--- src/rtl/user_id_reader_if.sv ---
// Housekeeping-side bundle for the user-ID reader: ID input, parallel read and serial shift-out.
// USER_ID_PARITY_EN adds the id_parity output.
interface user_id_reader_if;
    logic [31:0] mask_rev;
    logic        recapture;
    logic        rd_req;
    logic        rd_ack;
    logic [31:0] rd_data;
    logic        id_valid;
    logic        ser_start;
    logic        ser_data;
    logic        ser_strobe;
    logic        ser_busy;
`ifdef USER_ID_PARITY_EN
    logic        id_parity;

    modport master (
        output mask_rev, recapture, rd_req, ser_start,
        input  rd_ack, rd_data, id_valid, ser_data, ser_strobe, ser_busy, id_parity
    );
    modport slave (
        input  mask_rev, recapture, rd_req, ser_start,
        output rd_ack, rd_data, id_valid, ser_data, ser_strobe, ser_busy, id_parity
    );
`else
    modport master (
        output mask_rev, recapture, rd_req, ser_start,
        input  rd_ack, rd_data, id_valid, ser_data, ser_strobe, ser_busy
    );
    modport slave (
        input  mask_rev, recapture, rd_req, ser_start,
        output rd_ack, rd_data, id_valid, ser_data, ser_strobe, ser_busy
    );
`endif
endinterface

--- src/rtl/user_id_reader.sv ---
// Captures mask_rev after a settle delay and serves it via parallel read and MSB-first serial shift-out.
// USER_ID_PARITY_EN appends an even-parity bit to the stream and exposes id_parity.
module user_id_reader #(
    parameter int SETTLE_CYCLES = 4,
    parameter int CLK_DIV       = 2
) (
    input  logic              wb_clk_i,
    input  logic              wb_rstn_i,
    user_id_reader_if.slave   bus
);
    localparam logic [1:0] ST_SETTLE  = 2'd0;
    localparam logic [1:0] ST_CAPTURE = 2'd1;
    localparam logic [1:0] ST_IDLE    = 2'd2;
    localparam logic [1:0] ST_SHIFT   = 2'd3;

`ifdef USER_ID_PARITY_EN
    localparam int SH_W = 33;
`else
    localparam int SH_W = 32;
`endif

    localparam logic [7:0] SETTLE_LAST = 8'(SETTLE_CYCLES - 1);
    localparam logic [3:0] DIV_LOAD    = 4'(CLK_DIV - 1);
    localparam logic [5:0] BIT_LOAD    = 6'(SH_W - 1);

    logic [1:0]      state;
    logic [7:0]      settle_cnt;
    logic [31:0]     id_reg;
    logic            id_valid_q;
    logic [SH_W-1:0] sh_reg;
    logic [5:0]      bit_cnt;
    logic [3:0]      div_cnt;
    logic            recap_pend;
    logic            rd_ack_q;
    logic [31:0]     rd_data_q;
    logic [SH_W-1:0] sh_load;

`ifdef USER_ID_PARITY_EN
    logic parity_q;
    assign sh_load       = {id_reg, ^id_reg};
    assign bus.id_parity = parity_q;

    always_ff @(posedge wb_clk_i or negedge wb_rstn_i)
        if (!wb_rstn_i) parity_q <= 1'b0;
        else            parity_q <= ^id_reg;
`else
    assign sh_load = id_reg;
`endif

    always_ff @(posedge wb_clk_i or negedge wb_rstn_i) begin
        if (!wb_rstn_i) begin
            state      <= ST_SETTLE;
            settle_cnt <= '0;
            id_reg     <= '0;
            id_valid_q <= 1'b0;
            sh_reg     <= '0;
            bit_cnt    <= '0;
            div_cnt    <= '0;
            recap_pend <= 1'b0;
            rd_ack_q   <= 1'b0;
            rd_data_q  <= '0;
        end else begin
            // Parallel read path runs in every state; the !rd_ack_q term paces a held request.
            rd_ack_q  <= 1'b0;
            rd_data_q <= '0;
            if (bus.rd_req && id_valid_q && !rd_ack_q) begin
                rd_ack_q  <= 1'b1;
                rd_data_q <= id_reg;
            end

            case (state)
                ST_SETTLE: begin
                    settle_cnt <= settle_cnt + 8'd1;
                    if (settle_cnt == SETTLE_LAST) state <= ST_CAPTURE;
                end
                ST_CAPTURE: begin
                    id_reg     <= bus.mask_rev;
                    id_valid_q <= 1'b1;
                    state      <= ST_IDLE;
                end
                ST_IDLE: begin
                    if (bus.recapture) begin
                        id_valid_q <= 1'b0;
                        settle_cnt <= '0;
                        state      <= ST_SETTLE;
                    end else if (bus.ser_start) begin
                        sh_reg  <= sh_load;
                        bit_cnt <= BIT_LOAD;
                        div_cnt <= DIV_LOAD;
                        state   <= ST_SHIFT;
                    end
                end
                default: begin
                    if (bus.recapture) recap_pend <= 1'b1;
                    if (div_cnt == 4'd0) begin
                        if (bit_cnt == 6'd0) begin
                            // A recapture seen during the shift takes effect as the shift ends.
                            if (recap_pend || bus.recapture) begin
                                id_valid_q <= 1'b0;
                                settle_cnt <= '0;
                                recap_pend <= 1'b0;
                                state      <= ST_SETTLE;
                            end else begin
                                state <= ST_IDLE;
                            end
                        end else begin
                            sh_reg  <= {sh_reg[SH_W-2:0], 1'b0};
                            bit_cnt <= bit_cnt - 6'd1;
                            div_cnt <= DIV_LOAD;
                        end
                    end else begin
                        div_cnt <= div_cnt - 4'd1;
                    end
                end
            endcase
        end
    end

    assign bus.rd_ack     = rd_ack_q;
    assign bus.rd_data    = rd_data_q;
    assign bus.id_valid   = id_valid_q;
    assign bus.ser_busy   = (state == ST_SHIFT);
    assign bus.ser_data   = (state == ST_SHIFT) && sh_reg[SH_W-1];
    assign bus.ser_strobe = (state == ST_SHIFT) && (div_cnt == DIV_LOAD);
endmodule

--- src/flat_wrapper.sv ---
// flat-port wrapper written by rule: the top's interface ports become plain ports
module user_id_reader_flat 
#(
    parameter int SETTLE_CYCLES = 4,
    parameter int CLK_DIV       = 2
)
  (wb_clk_i, wb_rstn_i, bus_mask_rev, bus_recapture, bus_rd_req, bus_ser_start, bus_rd_ack, bus_rd_data, bus_id_valid, bus_ser_data, bus_ser_strobe, bus_ser_busy);
  user_id_reader_if bus_i ();
  input  logic wb_clk_i;
  input  logic wb_rstn_i;
  input wire logic [$bits(bus_i.mask_rev)-1:0] bus_mask_rev;
  input wire logic [$bits(bus_i.recapture)-1:0] bus_recapture;
  input wire logic [$bits(bus_i.rd_req)-1:0] bus_rd_req;
  input wire logic [$bits(bus_i.ser_start)-1:0] bus_ser_start;
  output wire logic [$bits(bus_i.rd_ack)-1:0] bus_rd_ack;
  output wire logic [$bits(bus_i.rd_data)-1:0] bus_rd_data;
  output wire logic [$bits(bus_i.id_valid)-1:0] bus_id_valid;
  output wire logic [$bits(bus_i.ser_data)-1:0] bus_ser_data;
  output wire logic [$bits(bus_i.ser_strobe)-1:0] bus_ser_strobe;
  output wire logic [$bits(bus_i.ser_busy)-1:0] bus_ser_busy;
  assign bus_i.mask_rev = bus_mask_rev;
  assign bus_i.recapture = bus_recapture;
  assign bus_i.rd_req = bus_rd_req;
  assign bus_i.ser_start = bus_ser_start;
  assign bus_rd_ack = bus_i.rd_ack;
  assign bus_rd_data = bus_i.rd_data;
  assign bus_id_valid = bus_i.id_valid;
  assign bus_ser_data = bus_i.ser_data;
  assign bus_ser_strobe = bus_i.ser_strobe;
  assign bus_ser_busy = bus_i.ser_busy;
  user_id_reader #(.SETTLE_CYCLES(SETTLE_CYCLES), .CLK_DIV(CLK_DIV)) u_core (.wb_clk_i(wb_clk_i), .wb_rstn_i(wb_rstn_i), .bus(bus_i));
endmodule
--- config.mk ---
export PLATFORM = sky130hd
export DESIGN_NAME = user_id_reader_flat
export DESIGN_NICKNAME = d
export VERILOG_FILES = /design/src/rtl/user_id_reader_if.sv /design/src/rtl/user_id_reader.sv /design/src/flat_wrapper.sv
export SDC_FILE = /design/constraint.sdc
export NUM_CORES = 1
export LEC_CHECK = 0
export ABC_AREA = 1
export ABC_CLOCK_PERIOD_IN_PS = 4100
export CELL_PAD_IN_SITES_DETAIL_PLACEMENT = 1
export CELL_PAD_IN_SITES_GLOBAL_PLACEMENT = 1
export CORE_MARGIN = 2
export CORE_UTILIZATION = 25
export CTS_BUF_LIST = sky130_fd_sc_hd__clkbuf_8
export CTS_CLUSTER_SIZE = 16
export DETAILED_ROUTE_END_ITERATION = 16
export PLACE_DENSITY = 0.48
export SLEW_MARGIN = 15
export SYNTH_ARGS = -nofsm -noshare
export SYNTH_HDL_FRONTEND = slang
export SYNTH_SLANG_ARGS = --single-unit
--- constraint.sdc ---
create_clock -name wb_clk_i -period 4.1 [get_ports wb_clk_i]
set_input_delay 0.41 -clock wb_clk_i [delete_from_list [all_inputs] [get_ports wb_clk_i]]
set_output_delay 0.41 -clock wb_clk_i [all_outputs]
set_load 0.02 [all_outputs]
==> summary.txt <==
Cells and area
  – Ant diodes: 0
  – Most common cell after layout, fill and taps aside: nand2_1
  – Share of layout cells above drive strength 1: 0.129
  – Final Util: 0.320
  – Layout Nets: 711
  – Most frequent cells in the layout: nand2_1 (165), dfrtp_1 (119), clkdlybuf4s50_1 (72)
  – Layout Area Growth over Synthesis: 25.8%

STA
  – Period Utilization, post-route: 0.620
  – Count of pins over their slew limit: 0
  – Final setup viols: 0
  – RSZ-0062 raised after global routing: false
  – Slew @ Worst Pin: 1020 ps
  – Min Tclk post-route: 2540 ps
  – Setup TNS: 0 ps
  – Max Clock Freq: 393 MHz
  – Hold Violations, Final: 0
  – Worst slew margin: 0.323
  – Clk_skew: 13.0 ps

Setup path
  – Crit-path cells: inv_1 -> ha_1 -> nor2_2 -> nand3_1 -> clkinv_2 -> nand3_4 -> nand2_1 -> o21ai_2
  – CP Data Required Time: 4380 ps
  – CP Launch Type: flip-flop
  – WS Path Type: flip-flop to flip-flop
  – CP Capture Type: flip-flop
  – Critical Path Fanout Max: 73
  – Critical path's slowest cell: nand3_4
  – Worst path max stage delay: 710 ps
  – WP data arrival: 2830 ps

Die
  – Number of I/O pins: 74
  – Chip width: 150 microns
  – Std cell rows: 53
  – Core ar.: 21,000 sq um
  – Chip height: 150 microns
  – Initial Util: 0.254
  – Die ar.: 22,500 sq um

Yosys
  – Netlist Area Pre-Place: 5330 sq um
  – Yosys Warn Count: 0
  – Syn Area/Cell: 9.00 sq um
  – Yosys reg bits: 119
  – Mapped Cells: 592
  – Cell variety after synth: 28
  – Synthesized Nets: 640
  – Sequential area share after synthesis: 0.559

Detailed routing
  – Wire per inst: 13.5 microns
  – Routed Antenna Nets: 0
  – 1st-pass router iterations: 4
  – Routed vias/inst: 4.26
  – Total vias in the final route: 4,047
  – Starting DRT DRC Count: 164
  – Detailed Route WL: 12.8 mm
  – DRC: 0

Clocking
  – CTS tree: done
  – # hold bufs at CTS: 0
  – Post-CTS setup buffer count: 0
  – CTS buffer count: 17
  – H-tree levels: 4
  – Max clock buf depth: 2
  – Post-CTS Resized: 0
  – Clk pin slew, worst setup/hold paths: 80 ps
  – CTS Root Buffer Type: clkbuf_8
  – Clk_lat worst skew: 430 ps
  – CTS sink cnt: 119

Power
  – Peak VDD IR: 0.253 mV
  – Leak: 3.10 nW
  – Pwr Density: 722 nW/um^2

Placement
  – GP Congestion: 0.695
  – Dpl hpwl: 8.33 mm
  – PortBufs: 73

Global routing
  – Initial antenna violation count: 0
  – Total track usage: 0.121
  – First-pass GRT wire length: 21.5 mm
  – Gr ovfl total: 0
  – Largest net degree at the start of global routing: 74
  – Vias in the first global route: 4,249

Min path
  – Worst Hold Class: primary input to asynchronous set/reset pin

Flow run
  – Max Cap Viol: 0

Run status
  – Status: completed
## cells by family (layout without fill, tap and decap cells)
| logic type | Yosys count | in the layout | synth area share |
|---|---|---|---|
| AOI/OAI and AO/OA | 112 | 112 | 0.131 |
| xor gates and xnor gates | 4 | 4 | 0.00657 |
| adders and majority gates | 11 | 11 | 0.0258 |
| buffers and inverters | 90 | 174 | 0.0803 |
| DFF | 119 | 119 | 0.559 |
| and+or+nand+nor | 256 | 256 | 0.197 |
## layout make-up
cell class	count	area (sq um)
Clock inverter	14	198
Clock buffer	18	248
Inverter	64	241
Sequential cell	119	2980
Multi-Input combinational cell	383	1930
Fill cell	2472	14300
Timing Repair Buffer	78	766
Tap cell	275	344
## per-stage QoR
| step | total power [mW] | std cells | hold WS (ps) | setup WS, ps | area [sq um] |
|---|---|---|---|---|---|
| floorplan | 3.23 | 592 | 114 | 2470 | 5330 |
| global placement | 3.65 | 919 | 429 | 1620 | 6260 |
| detailed placement | 3.72 | 919 | 449 | 1550 | 6260 |
| CTS | 4.95 | 951 | 138 | 1520 | 6700 |
| global route | 5.27 | 951 | 175 | 1250 | 6700 |
| finish | 4.84 | 951 | 91.7 | 1560 | 6700 |
## worst max-delay path: cells and delay by family (launching register included)
kind	cells	cell delay, ps
buffers and inverters	2	200
AND/OR/NAND/NOR	4	1300
flip-flops	1	430
AO/OA/AOI/OAI	1	70
adder cells (fa/ha/maj)	1	340
## per-layer routing
layer | wire length [microns] | global-route usage | up-vias
met5 | 0 | 0 | -
met4 | 143 | 0.0368 | 0
met3 | 530 | 0.0320 | 12
met2 | 5640 | 0.189 | 61
met1 | 6520 | 0.164 | 1977
li1 | - | - | 1997
## cell usage after synthesis
library cell | count | area, sq um
a21oi_1 | 2 | 10.0
a21oi_2 | 1 | 8.76
buf_12 | 2 | 40.0
buf_2 | 6 | 30.0
buf_4 | 1 | 7.51
buf_6 | 6 | 67.6
clkbuf_1 | 11 | 41.3
clkinv_2 | 1 | 5.00
dfrtp_1 | 119 | 2980
ha_1 | 11 | 138
inv_1 | 63 | 236
nand2_1 | 165 | 619
nand2_2 | 5 | 31.3
nand3_1 | 22 | 110
nand3_2 | 1 | 10.0
nand3_4 | 1 | 17.5
nand3b_1 | 1 | 7.51
nand4_1 | 5 | 31.3
nor2_1 | 52 | 195
nor2_2 | 2 | 12.5
nor2_4 | 1 | 11.3
nor3_1 | 1 | 5.00
o21ai_0 | 71 | 355
o21ai_1 | 1 | 5.00
o21ai_2 | 35 | 307
o31ai_1 | 2 | 15.0
xnor2_1 | 1 | 8.76
xor2_1 | 3 | 26.3
## worst paths after layout
check / from / endpoint / slack [ps] / depth (start not counted)
worst max-delay path: u_core.state[0]$_DFFE_PN0P_ / u_core.sh_reg[8]$_DFFE_PN0P_ / 1560 / 8
worst min-delay path: wb_rstn_i / u_core.sh_reg[12]$_DFFE_PN0P_ / 90 / 1
worst max register to register: u_core.state[0]$_DFFE_PN0P_ / u_core.sh_reg[8]$_DFFE_PN0P_ / 1560 / 8
worst min register to register: u_core.bus.rd_ack$_DFF_PN0_ / u_core.bus.rd_ack$_DFF_PN0_ / 460 / 1
max in group asynchronous: wb_rstn_i / u_core.id_reg[0]$_DFFE_PN0P_ / 3000 / 2
min in group wb_clk_i: u_core.bus.rd_ack$_DFF_PN0_ / u_core.bus.rd_ack$_DFF_PN0_ / 460 / 1
## where the power goes
part / switching, mW / internal (mW)
logic: 1.27 / 0.617
clock network: 0.519 / 0.684
registers: 0.189 / 1.57
Power figures use the tool's default switching activity.
